File: src/rtl/shift_link_tx.sv
// shift_link_tx: parallel-to-serial transmitter with start/busy handshake and DIV clocks per bit
module shift_link_tx #(
  parameter int N   = 4,
  parameter int DIV = 4
) (
  input  logic         C,
  input  logic         R,
  input  logic [N-1:0] D,
  input  logic         DIR,
  input  logic         START,
  output logic         SDO,
  output logic         SHL,
  output logic         SHR,
  output logic         BUSY,
  output logic         DONE
);
  localparam int DW = DIV > 1 ? $clog2(DIV) : 1;
  localparam int BW = $clog2(N);
  typedef enum logic [1:0] {IDLE, SHIFT, FIN} state_t;
  state_t state, next;
  logic [N-1:0] sh;
  logic dir;
  logic [DW-1:0] div_cnt;
  logic [BW-1:0] bit_cnt;
  logic tick, last, accept;
  always_comb begin
    tick   = state == SHIFT && div_cnt == DW'(DIV - 1);
    last   = bit_cnt == BW'(N - 1);
    accept = START && state != SHIFT;
    next   = accept ? SHIFT : state == FIN ? IDLE : (tick && last) ? FIN : state;
    SHL    = tick && !dir;
    SHR    = tick && dir;
    BUSY   = state == SHIFT;
    DONE   = state == FIN;
  end
  always_ff @(posedge C or negedge R) begin
    if (!R) begin
      state   <= IDLE;
      sh      <= '0;
      dir     <= 1'b0;
      div_cnt <= '0;
      bit_cnt <= '0;
      SDO     <= 1'b0;
    end else begin
      state <= next;
      if (accept) begin
        sh      <= D;
        dir     <= DIR;
        div_cnt <= '0;
        bit_cnt <= '0;
        SDO     <= DIR ? D[0] : D[N-1];
      end else if (state == SHIFT) begin
        if (tick) begin
          div_cnt <= '0;
          bit_cnt <= last ? '0 : bit_cnt + 1'b1;
          if (!last) begin
            sh  <= dir ? sh >> 1 : sh << 1;
            SDO <= dir ? sh[1] : sh[N-2];
          end
        end else begin
          div_cnt <= div_cnt + 1'b1;
        end
      end else if (state == FIN) begin
        SDO <= 1'b0;
      end
    end
  end
endmodule

File: config.mk
export PLATFORM = sky130hd
export DESIGN_NAME = shift_link_tx
export DESIGN_NICKNAME = d
export VERILOG_FILES = /design/src/rtl/shift_link_tx.sv
export SDC_FILE = /design/constraint.sdc
export NUM_CORES = 1
export LEC_CHECK = 0
export CAP_MARGIN = 0
export CELL_PAD_IN_SITES_DETAIL_PLACEMENT = 1
export CELL_PAD_IN_SITES_GLOBAL_PLACEMENT = 1
export CORE_MARGIN = 10
export CORE_UTILIZATION = 40
export DETAILED_ROUTE_END_ITERATION = 10
export GPL_TIMING_DRIVEN = 0
export PLACE_DENSITY = 0.81
export SYNTH_ARGS = -nofsm -noshare
export SYNTH_HDL_FRONTEND = slang
export SYNTH_SLANG_ARGS = --single-unit
File: constraint.sdc
create_clock -name C -period 3.5 [get_ports C]
set_input_delay 0.7 -clock C [delete_from_list [all_inputs] [get_ports C]]
set_output_delay 0.7 -clock C [all_outputs]
set_load 0.02 [all_outputs]
# Word-level counts from Yosys, hierarchy flattened
# Cells that the tools add are included.
# totals
ff_bits	12
input_bits	8
output_inout_bits	5
wordCells	51
# op_classes
n_addsub	2
eq_ne	8
mux	22
n_reduce_logical	13
# op_table
cell	count
2-bit two-way mux	10
4-bit two-way mux	5
1-bit two-way mux	7
2-bit == test (second input constant)	3
3-bit AND reduction	2
3-bit nonzero test	2
1-bit logical AND	5
2-bit by 1-bit adder with 2-bit output (second input constant)	2
2-bit by 1-bit inequality test with 1-bit output (second input constant)	2
2-bit nonzero test	2
3-bit by 1-bit inequality test with 1-bit output (second input constant)	1
3-bit by 2-bit inequality test with 1-bit output (second input constant)	1
2-bit by 1-bit == test with 1-bit output (second input constant)	1
2-bit AND reduction	1
1-bit logical NOT	1

# Logic depth before layout (Yosys ltp)
# Gate-level depths: netlist of the first run.
# depth
word_depth	6
mapped_depth	7
mapped_depth_nobuf	6

# Worst setup path before layout of the first run
# Ideal clock, no wire load.
# synth_timing
path_kind	reg-to-output
start	register state[1]
end	output SHL
t_arrival_ns	1.260
t_required_ns	2.800
path_slack_ns	1.540
path_stages_with_launch	5
path_buffers	0
path_cell_list	dfrtp_1 inv_1 ha_1 nand2_1 nor2_1
# synth_between
elab_chain_len	3
# synth_rtl
element	line	text
start: declaration	20	state_t state, next;
start signal: assignment	45	state <= next;
2-bit by 1-bit == test with 1-bit output	--	
net BUSY	14	output logic BUSY,
1-bit logical AND	27	tick = state == SHIFT && div_cnt == DW'(DIV - 1);
1-bit logical AND	31	SHL = tick && !dir;
end: declaration	12	output logic SHL,
# The timed path passes the listed nets, and every way through them passes these cells.

# Worst setup path in the final report of the first run
# layout_timing
start	register state[1]
end	output SHL
# layout_between
elab_chain_len	3
# layout_rtl
element	line
2-bit by 1-bit == test with 1-bit output	27
1-bit logical AND	27
1-bit logical AND	31
# No other way between the ends.

==> metrics.md, run 1 <==
| Metric | Value |
|---|---|
| Run status | complete, no violations |
| Critical path capture point type | output pin |
| Clock tree buffer depth | 2 |
| Number of DRC markers after the initial detailed-route iteration | 12 |
| Leftover overflow at the end of global routing | 0 |
| Final antenna diode count | 0 |
| Clock transition at the registers of the reported paths | approximately 0.080 ns |
| DRT Pass-1 Iters | 4 |
| Cell at the root of the clock tree | clkbuf_4 |
| Buffers & Inverters on Critical Path | 2 |
| Dominant combinational cell family by area after synthesis | multiplexers |
| Die width | ~62 µm |
| Number of register bits inferred by synthesis | 12 |
| Crit path cell chain | inv_1, ha_1, nand2_1, nor2_1, clkdlybuf4s50_1 |
| Sink Count | 12 |
| XOR/XNOR Fraction of Synth Area | 0% |
| Average instance area after synthesis | 9.974 µm² |
| Via count of the first global-routing pass | around 600 |
| Worst supply voltage drop on vdd | 0.3170 mV |
| Post-synthesis instance total | 71 |
| Simple-Gate Fraction of Synth Area | 13.78% |
| Initial cell density of the core | around two fifths |
| Pins over their slew limit | 0 |
| Final routed wire length divided by cell count | around 14 µm |
| Final Skew | 0.001188 ns |
| Std-Cell Rows | 15 |
| Critical Path Start Type | flip-flop |
| Count of endpoints failing hold in the final timing report | 0 |
| Number of nets produced by synthesis | between 80 and 90 |
| Power per standard cell area | around 710 nW/µm² |
| Post-synthesis adder-cell area fraction | between 8 and 9% |
| Total setup buffers inserted after CTS | 0 |
| Seq/Total Area, Yosys | between 40% and 50% |
| Setup repair after global routing missed its margin | no |
| Num CTS Buffers | 3 |
| Wl on met1 | approximately 640 µm |
| Final core utilization | between 50% and 60% |
| Final HPWL from detailed placement | approximately 1200 µm |
| Transition time at the pin with the least slew margin | approximately 0.55 ns |
| Worst path max stage delay | 0.62 ns |
| Crit share post-route | approximately 76% |
| Family of cells with the greatest summed delay on the critical path | buffers and inverters |
| Clock Latency Late Sink | 0.27 ns |
| Final critical path time including I/O delays and setup | 2.651 ns |
| Vias after detailed routing | 563 |
| Remaining routing DRC violations | 0 |
| Post-cts resize count | 0 |
| Maximum operating frequency | approximately 380 MHz |
| Cell Area, Synth | 708.2 µm² |
| Syn. warnings | 0 |
| Port Buffer Count | 12 |
| Total power | 634.4 µW |
| WL met3 | ~110 µm |
| Remaining antenna violation count | 0 |
| Number of buffers inserted by hold repair at cts | 0 |
| Maximum fanout along the worst path | 7 |
| Number of unique standard cell types used by synthesis | 24 |
| Num ports | 13 |
| Class of the worst hold path | flip-flop to flip-flop |
| Global-route wire length before repair | about 2500 µm |
| Final weighted congestion of routability-driven global placement | around 0.7 |
| Setup Total Neg Slack | 0 ns |
| Net count reported at finish | roughly 100 |
| Post-synthesis mux area share | between 10% and 20% |
| Worst slew margin | between 60% and 70% |
| Fraction of layout cells with a size suffix above 1 | about 15% |
| Max Used Layer | met4 |
| Largest net degree at the start of global routing | 13 |
| Data arrival time at the worst-slack endpoint | between 1.5 and 2 ns |
| Required time worst endpoint | about 2.8 ns |
| Type of the worst setup path | flip-flop to output pin |
| Layout overhead on the synthesized area | 26.50% |
| Setup Viol. Count Final | 0 |
| Die outline area | between 3000 and 4000 µm² |
| Routed wire length | approximately 1500 µm |
| H-tree level count | 1 |
| Die Span Y | around 62 µm |
| Length of routed met2 wiring | 747 µm |
| Clock tree from TritonCTS | done |
| DR vias/cell | between 5 and 6 |
| Number of antenna violations at the first check in global routing | 0 |
| Cell leakage power | 0.3928 nW |
| Global router's overall resource usage | 8.936% |
| Area of the core | 1708 µm² |
| CP max-delay cell | clkdlybuf4s50_1 |
| Synthesized-area fraction occupied by ao, oa, aoi and oai cells | between 10% and 20% |
| Number of max-cap violations | 0 |
placed cells by master (no fill, tap or decap), types with 3 or more instances in the layout:
cell | Yosys | layout
nand2_1 | 6 | 6
a21oi_1 | 4 | 4
mux2_2 | 4 | 4
mux2i_1 | 6 | 6
nor2b_1 | 3 | 3
ha_1 | 5 | 5
nor2_1 | 4 | 4
dfrtp_1 | 12 | 12
clkdlybuf4s50_1 | 0 | 12
inv_1 | 4 | 4
clkbuf_4 | 0 | 3
o21ai_0 | 6 | 6
path summary, 6_finish.rpt:
| path | start | end | slack [ns] | cells past startpoint |
|---|---|---|---|---|
| max | state[1] | SHL | 0.85 | 5 |
| min | div_cnt[0] | div_cnt[0] | 0.49 | 1 |
| max reg2reg | state[1] | sh[2] | 1.83 | 5 |
| min reg2reg | div_cnt[0] | div_cnt[0] | 0.49 | 1 |
| max in group asynchronous | R | bit_cnt[0] | 2.35 | 1 |
| min in group asynchronous | R | state[0] | 0.78 | 1 |
cell type report:
| class | instances | area (µm²) |
|---|---|---|
| timing repair buffer | 12 | 120.1 |
| inverter | 4 | 15.01 |
| clock buffer | 4 | 36.28 |
| multi-input combinational | 52 | 372.9 |
| fill | 199 | 812.0 |
| tap | 25 | 31.28 |
| sequential | 12 | 300.3 |
| buffer | 3 | 20.02 |
logic make-up after synthesis:
logic type	count (synthesis)
adder cells (fa/ha/maj)	5
AND/OR/NAND/NOR	20
flip-flops	12
multiplexers	11
AO/OA/AOI/OAI	16
buffers and inverters	7
flip-flops by register name (all words and copies together) (netlist names):
register and cells:
sh 4, bit_cnt 2, div_cnt 2, state 2, SDO 1, dir 1
metal layers:
layer	global-route usage [%]	vias up
li1	-	281
met1	9.390	267
met2	15.20	11
met3	3.862	4
met4	3.822	0
met5	0	-
synthesized netlist by cell type:
| cell | instances | share of area [%] |
|---|---|---|
| ha_1 | 5 | 8.8 |
| o22ai_1 | 1 | 0.88 |
| mux2i_1 | 6 | 8.5 |
| and2_1 | 2 | 1.8 |
| a31oi_1 | 1 | 0.88 |
| buf_2 | 1 | 0.71 |
| nand2_1 | 6 | 3.2 |
| dfrtp_1 | 12 | 42 |
| nand2b_1 | 1 | 0.88 |
| nand3_1 | 2 | 1.4 |
| a21oi_1 | 4 | 2.8 |
| buf_4 | 2 | 2.1 |
| o21ai_2 | 1 | 1.2 |
| mux2_1 | 1 | 1.6 |
| and3_1 | 1 | 0.88 |
| inv_1 | 4 | 2.1 |
| mux2_2 | 4 | 6.4 |
| o31ai_1 | 1 | 1.1 |
| nor2_1 | 4 | 2.1 |
| a311oi_1 | 1 | 1.2 |
| or2_2 | 1 | 0.88 |
| o21ai_0 | 6 | 4.2 |
| nor2b_1 | 3 | 2.7 |
| a32oi_1 | 1 | 1.2 |
power breakdown:
group,total [mW],leakage [nW],internal [mW],switching [mW]
combinational,0.299,0.221,0.148,0.151
clock,0.111,0.0210,0.0632,0.0475
sequential,0.225,0.150,0.192,0.0328
total,0.634,0.393,0.403,0.232
per-stage QoR:
step	setup slack, ns	std cells	cell area [µm²]	hold slack, ns
floorplan	1.540	71	708.2	0.4044
global placement	1.149	108	859.6	0.4702
detailed placement	1.150	108	859.6	0.4812
CTS	0.8321	112	895.9	0.4920
global route	0.7227	112	895.9	0.5276
finish	0.8487	112	895.9	0.4905
Power figures use the tool's default switching activity.
==> run 2, diff against run 1 <==
--- a/config.mk
+++ b/config.mk
@@ -9,10 +9,10 @@
 export CELL_PAD_IN_SITES_DETAIL_PLACEMENT = 1
 export CELL_PAD_IN_SITES_GLOBAL_PLACEMENT = 1
 export CORE_MARGIN = 10
-export CORE_UTILIZATION = 40
+export CORE_UTILIZATION = 38
 export DETAILED_ROUTE_END_ITERATION = 10
 export GPL_TIMING_DRIVEN = 0
-export PLACE_DENSITY = 0.81
+export PLACE_DENSITY = 0.78
 export SYNTH_ARGS = -nofsm -noshare
 export SYNTH_HDL_FRONTEND = slang
 export SYNTH_SLANG_ARGS = --single-unit
==> constraint.sdc (replaced) <==
create_clock -name C -period 2.61 [get_ports C]
set_input_delay 0.522 -clock C [delete_from_list [all_inputs] [get_ports C]]
set_output_delay 0.522 -clock C [all_outputs]
set_load 0.02 [all_outputs]
==> metrics.md, run 2 (synthesis gave the netlist of run 1 again) <==
| Metric | Value |
|---|---|
| Critical Path Start Type | flip-flop (unchanged) |
| Final HPWL from detailed placement | 1285 µm (was 1248 µm) |
| Leftover overflow at the end of global routing | 0 (unchanged) |
| Clock tree buffer depth | 2 (unchanged) |
| Minimum setup slack in the final design | 0.1797 ns (was 0.8487 ns) |
| Critical path capture point type | output pin (unchanged) |
| Switching power total | 312.0 µW (was 231.8 µW) |
| Final Skew | 0.002337 ns (was 0.001188 ns) |
| Setup Viol. Count Final | 0 (unchanged) |
| Die Span Y | 63.17 µm (was 62.08 µm) |
| Switching power share of the total | 36.51% (was 36.53%) |
| DR vias/cell | 5.098 (was 5.027) |
| Die outline area | 3990 µm² (was 3853 µm²) |
| Count of endpoints failing hold in the final timing report | 0 (unchanged) |
| Largest reg by FF count | sh (unchanged) |
| Num CTS Buffers | 3 (unchanged) |
| Fraction of layout cells with a size suffix above 1 | 16.09% (was 14.94%) |
| Family of cells with the greatest summed delay on the critical path | buffers and inverters (unchanged) |
| H-tree level count | 1 (unchanged) |
| # fillers | 207 (was 199) |
| Worst path max stage delay | 0.62 ns (about the same) |
| Maximum operating frequency | 411.5 MHz |
| Crit share post-route | a little over 90% |
| Via count of the first global-routing pass | 620 (was 585) |
| DRT Pass-1 Iters | 4 (unchanged) |
| Port Buffer Count | 12 (unchanged) |
| Worst slew margin | 63.17% (was 62.98%) |
| Instance count along the most critical hold path | 1 (unchanged) |
| Vias after detailed routing | 571 (was 563) |
| Number of cells traversed by the worst register-to-register path | 5 (unchanged) |
| Required time worst endpoint | 2.09 ns (was 2.80 ns) |
| Cell leakage power | 0.3917 nW (was 0.3928 nW) |
| Number of DRC markers after the initial detailed-route iteration | 12 (unchanged) |
| Launch instance of the worst register-to-register path | state[0] (was state[1]) |
| Total internal power | 542.6 µW (was 402.6 µW) |
| Cell at the root of the clock tree | clkbuf_4 (unchanged) |
| Seq pwr share | 35.3% (was 35.4%) |
| Sink Count | 12 (unchanged) |
| Final weighted congestion of routability-driven global placement | 0.7307 (was 0.7026) |
| Final antenna diode count | 0 (unchanged) |
| Final core utilization | 51.47% (was 52.45%) |
| Worst R2R End | sh[1] (was sh[2]) |
| Most frequent cells in the layout | dfrtp_1 (12), clkdlybuf4s50_1 (12), nand2_1 (6), mux2i_1 (6), o21ai_0 (6) (unchanged) |
| Net count reported at finish | 101 (unchanged) |
| Setup Total Neg Slack | 0 ns (unchanged) |
| Layout overhead on the synthesized area | 26.86% (was 26.50%) |
| Buffers & Inverters on Critical Path | 2 (unchanged) |
| Clock tree from TritonCTS | done (unchanged) |
| Die width | 63.17 µm (was 62.08 µm) |
| Initial cell density of the core | 40.57% (was 41.47%) |
| Proportion of power drawn by the clock network | 17.3% (was 17.5%) |
| Std-Cell Rows | 15 (unchanged) |
| CP max-delay cell | clkdlybuf4s50_1 (unchanged) |
| Worst supply voltage drop on vdd | 0.4171 mV (was 0.3170 mV) |
| Hold Crit Start | div_cnt[0] (unchanged) |
| Number of antenna violations at the first check in global routing | 0 (unchanged) |
| Crit path launch | state[1] (unchanged) |
| Global-route wire length before repair | 2725 µm (was 2511 µm) |
| Global router's overall resource usage | 8.291% (was 8.936%) |
| Share of power burned in combinational logic | 47.4% (was 47.1%) |
| Flip-flop count of the largest register, all copies and words added | 4 (unchanged) |
| Num ports | 13 (unchanged) |
| Type of the worst setup path | flip-flop to output pin (unchanged) |
| Power per standard cell area | 951.2 nW/µm² (was 708.1 nW/µm²) |
| Final routed wire length divided by cell count | 14.46 µm (was 13.62 µm) |
| Class of the worst hold path | flip-flop to flip-flop (unchanged) |
| Pins over their slew limit | 0 (unchanged) |
| Number of max-cap violations | 0 (unchanged) |
| Remaining antenna violation count | 0 (unchanged) |
| Remaining routing DRC violations | 0 (unchanged) |
| Setup repair after global routing missed its margin | no (unchanged) |
| Worst hold endpoint | div_cnt[0] (unchanged) |
| Area of the core | 1745 µm² (was 1708 µm²) |
| Slack of the worst reg-to-reg path | 0.92 ns (was 1.83 ns) |
| Clock Latency Late Sink | 0.27 ns (about the same) |
| Data arrival time at the worst-slack endpoint | 1.91 ns (was 1.95 ns) |
| Maximum fanout along the worst path | 7 (unchanged) |
| Largest net degree at the start of global routing | 13 (unchanged) |
| Crit path cell chain | inv_1, ha_2, nand2_1, nor2_1, clkdlybuf4s50_1 (was inv_1, ha_1, nand2_1, nor2_1, clkdlybuf4s50_1) |
| Run status | complete, no violations (unchanged) |
| Clock transition at the registers of the reported paths | 0.08 ns (about the same) |
| Worst slack at placement | 0.4073 ns (was 1.150 ns) |
| Routed wire length | 1619 µm (was 1525 µm) |
| Final critical path time including I/O delays and setup | 2.430 ns |
| Transition time at the pin with the least slew margin | 0.5507 ns (was 0.5536 ns) |
-- run 2: cell counts in the layout (fill, tap and decap cells not counted) --
No cell type changed its count.
-- run 2: worst register-to-register path: stages (launching register included) --
cell	delay, ns
dfrtp_1	0.43
ha_1	0.22
buf_4	0.16
nand2b_1	0.24
o21ai_2	0.17
mux2_2	0.37
-- run 2: routing by layer --
metal / share of wire (%) / track usage (%)
met3: 4.6 / 3.357
met1: 46 / 9.557
met5: 0 / 0
met4: 0.74 / 2.459
met2: 49 / 13.71
-- run 2: how the worst max path moves through the flow --
| stage | end | depth (start not counted) |
|---|---|---|
| 4_1_cts | SHL | 5 |
| 2_1_floorplan | SHL | 4 |
| 3_5_place_dp | SHL | 5 |
| 3_3_place_gp | SHL | 5 |
| 6_report | SHL | 5 |
| 5_1_grt | SHL | 5 |
-- run 2: power groups by stage --
stage / clock (mW) / combinational (mW) / sequential, mW
4_1_cts: 0.154 / 0.413 / 0.303
3_5_place_dp: 0 / 0.409 / 0.307
5_1_grt: 0.162 / 0.457 / 0.311
2_1_floorplan: 0 / 0.291 / 0.301
6_report: 0.147 / 0.405 / 0.302
3_3_place_gp: 0 / 0.393 / 0.303
-- run 2: cell type report --
class / instances / area [µm²] / share of cell area, %
multi-input combinational: 52 / 375.4 / 41.78
sequential: 12 / 300.3 / 33.43
timing repair buffer: 12 / 120.1 / 13.37
clock buffer: 4 / 36.28 / 4.039
tap: 25 / 31.28 / 3.482
buffer: 3 / 20.02 / 2.228
inverter: 4 / 15.01 / 1.671
-- run 2: timing repair --
item / 4_1_cts / 5_1_grt
gates resized for setup: 0 / 1
endpoints found under the hold margin: 0 / 0
hold buffers: 0 / 0
buffers inserted: 0 / 0
endpoints found under the setup margin: 0 / 1
-- run 2: per-stage QoR --
step                total power, mW  cells  hold slack, ns  area (µm²)
detailed placement           0.7164    108          0.4730       859.6
CTS                          0.8704    112          0.4867       895.9
global placement             0.6965    108          0.4698       859.6
floorplan                    0.5923     71          0.2264       708.2
global route                 0.9299    112          0.5214       898.4
finish                       0.8546    112          0.4806       898.4
==> run 3, diff against run 2 <==
--- a/config.mk
+++ b/config.mk
@@ -9,10 +9,10 @@
 export CELL_PAD_IN_SITES_DETAIL_PLACEMENT = 1
 export CELL_PAD_IN_SITES_GLOBAL_PLACEMENT = 1
 export CORE_MARGIN = 10
-export CORE_UTILIZATION = 38
+export CORE_UTILIZATION = 40
 export DETAILED_ROUTE_END_ITERATION = 10
 export GPL_TIMING_DRIVEN = 0
-export PLACE_DENSITY = 0.78
+export PLACE_DENSITY = 0.81
 export SYNTH_ARGS = -nofsm -noshare
 export SYNTH_HDL_FRONTEND = slang
 export SYNTH_SLANG_ARGS = --single-unit
==> constraint.sdc (replaced) <==
create_clock -name C -period 3 [get_ports C]
set_input_delay 0.6 -clock C [delete_from_list [all_inputs] [get_ports C]]
set_output_delay 0.6 -clock C [all_outputs]
set_load 0.02 [all_outputs]
==> results of run 3 <==
The final DEF is identical to that of run 1. Status: complete, no violations.
Among the figures that moved: setup slack after placement 1.150 ns -> 0.7500 ns; setup slack after layout 0.8487 ns -> 0.4487 ns; register-to-register setup slack 1.83 ns -> 1.33 ns; total power 0.6344 mW -> 0.7401 mW; worst IR drop on VDD 0.3170 mV -> 0.3698 mV
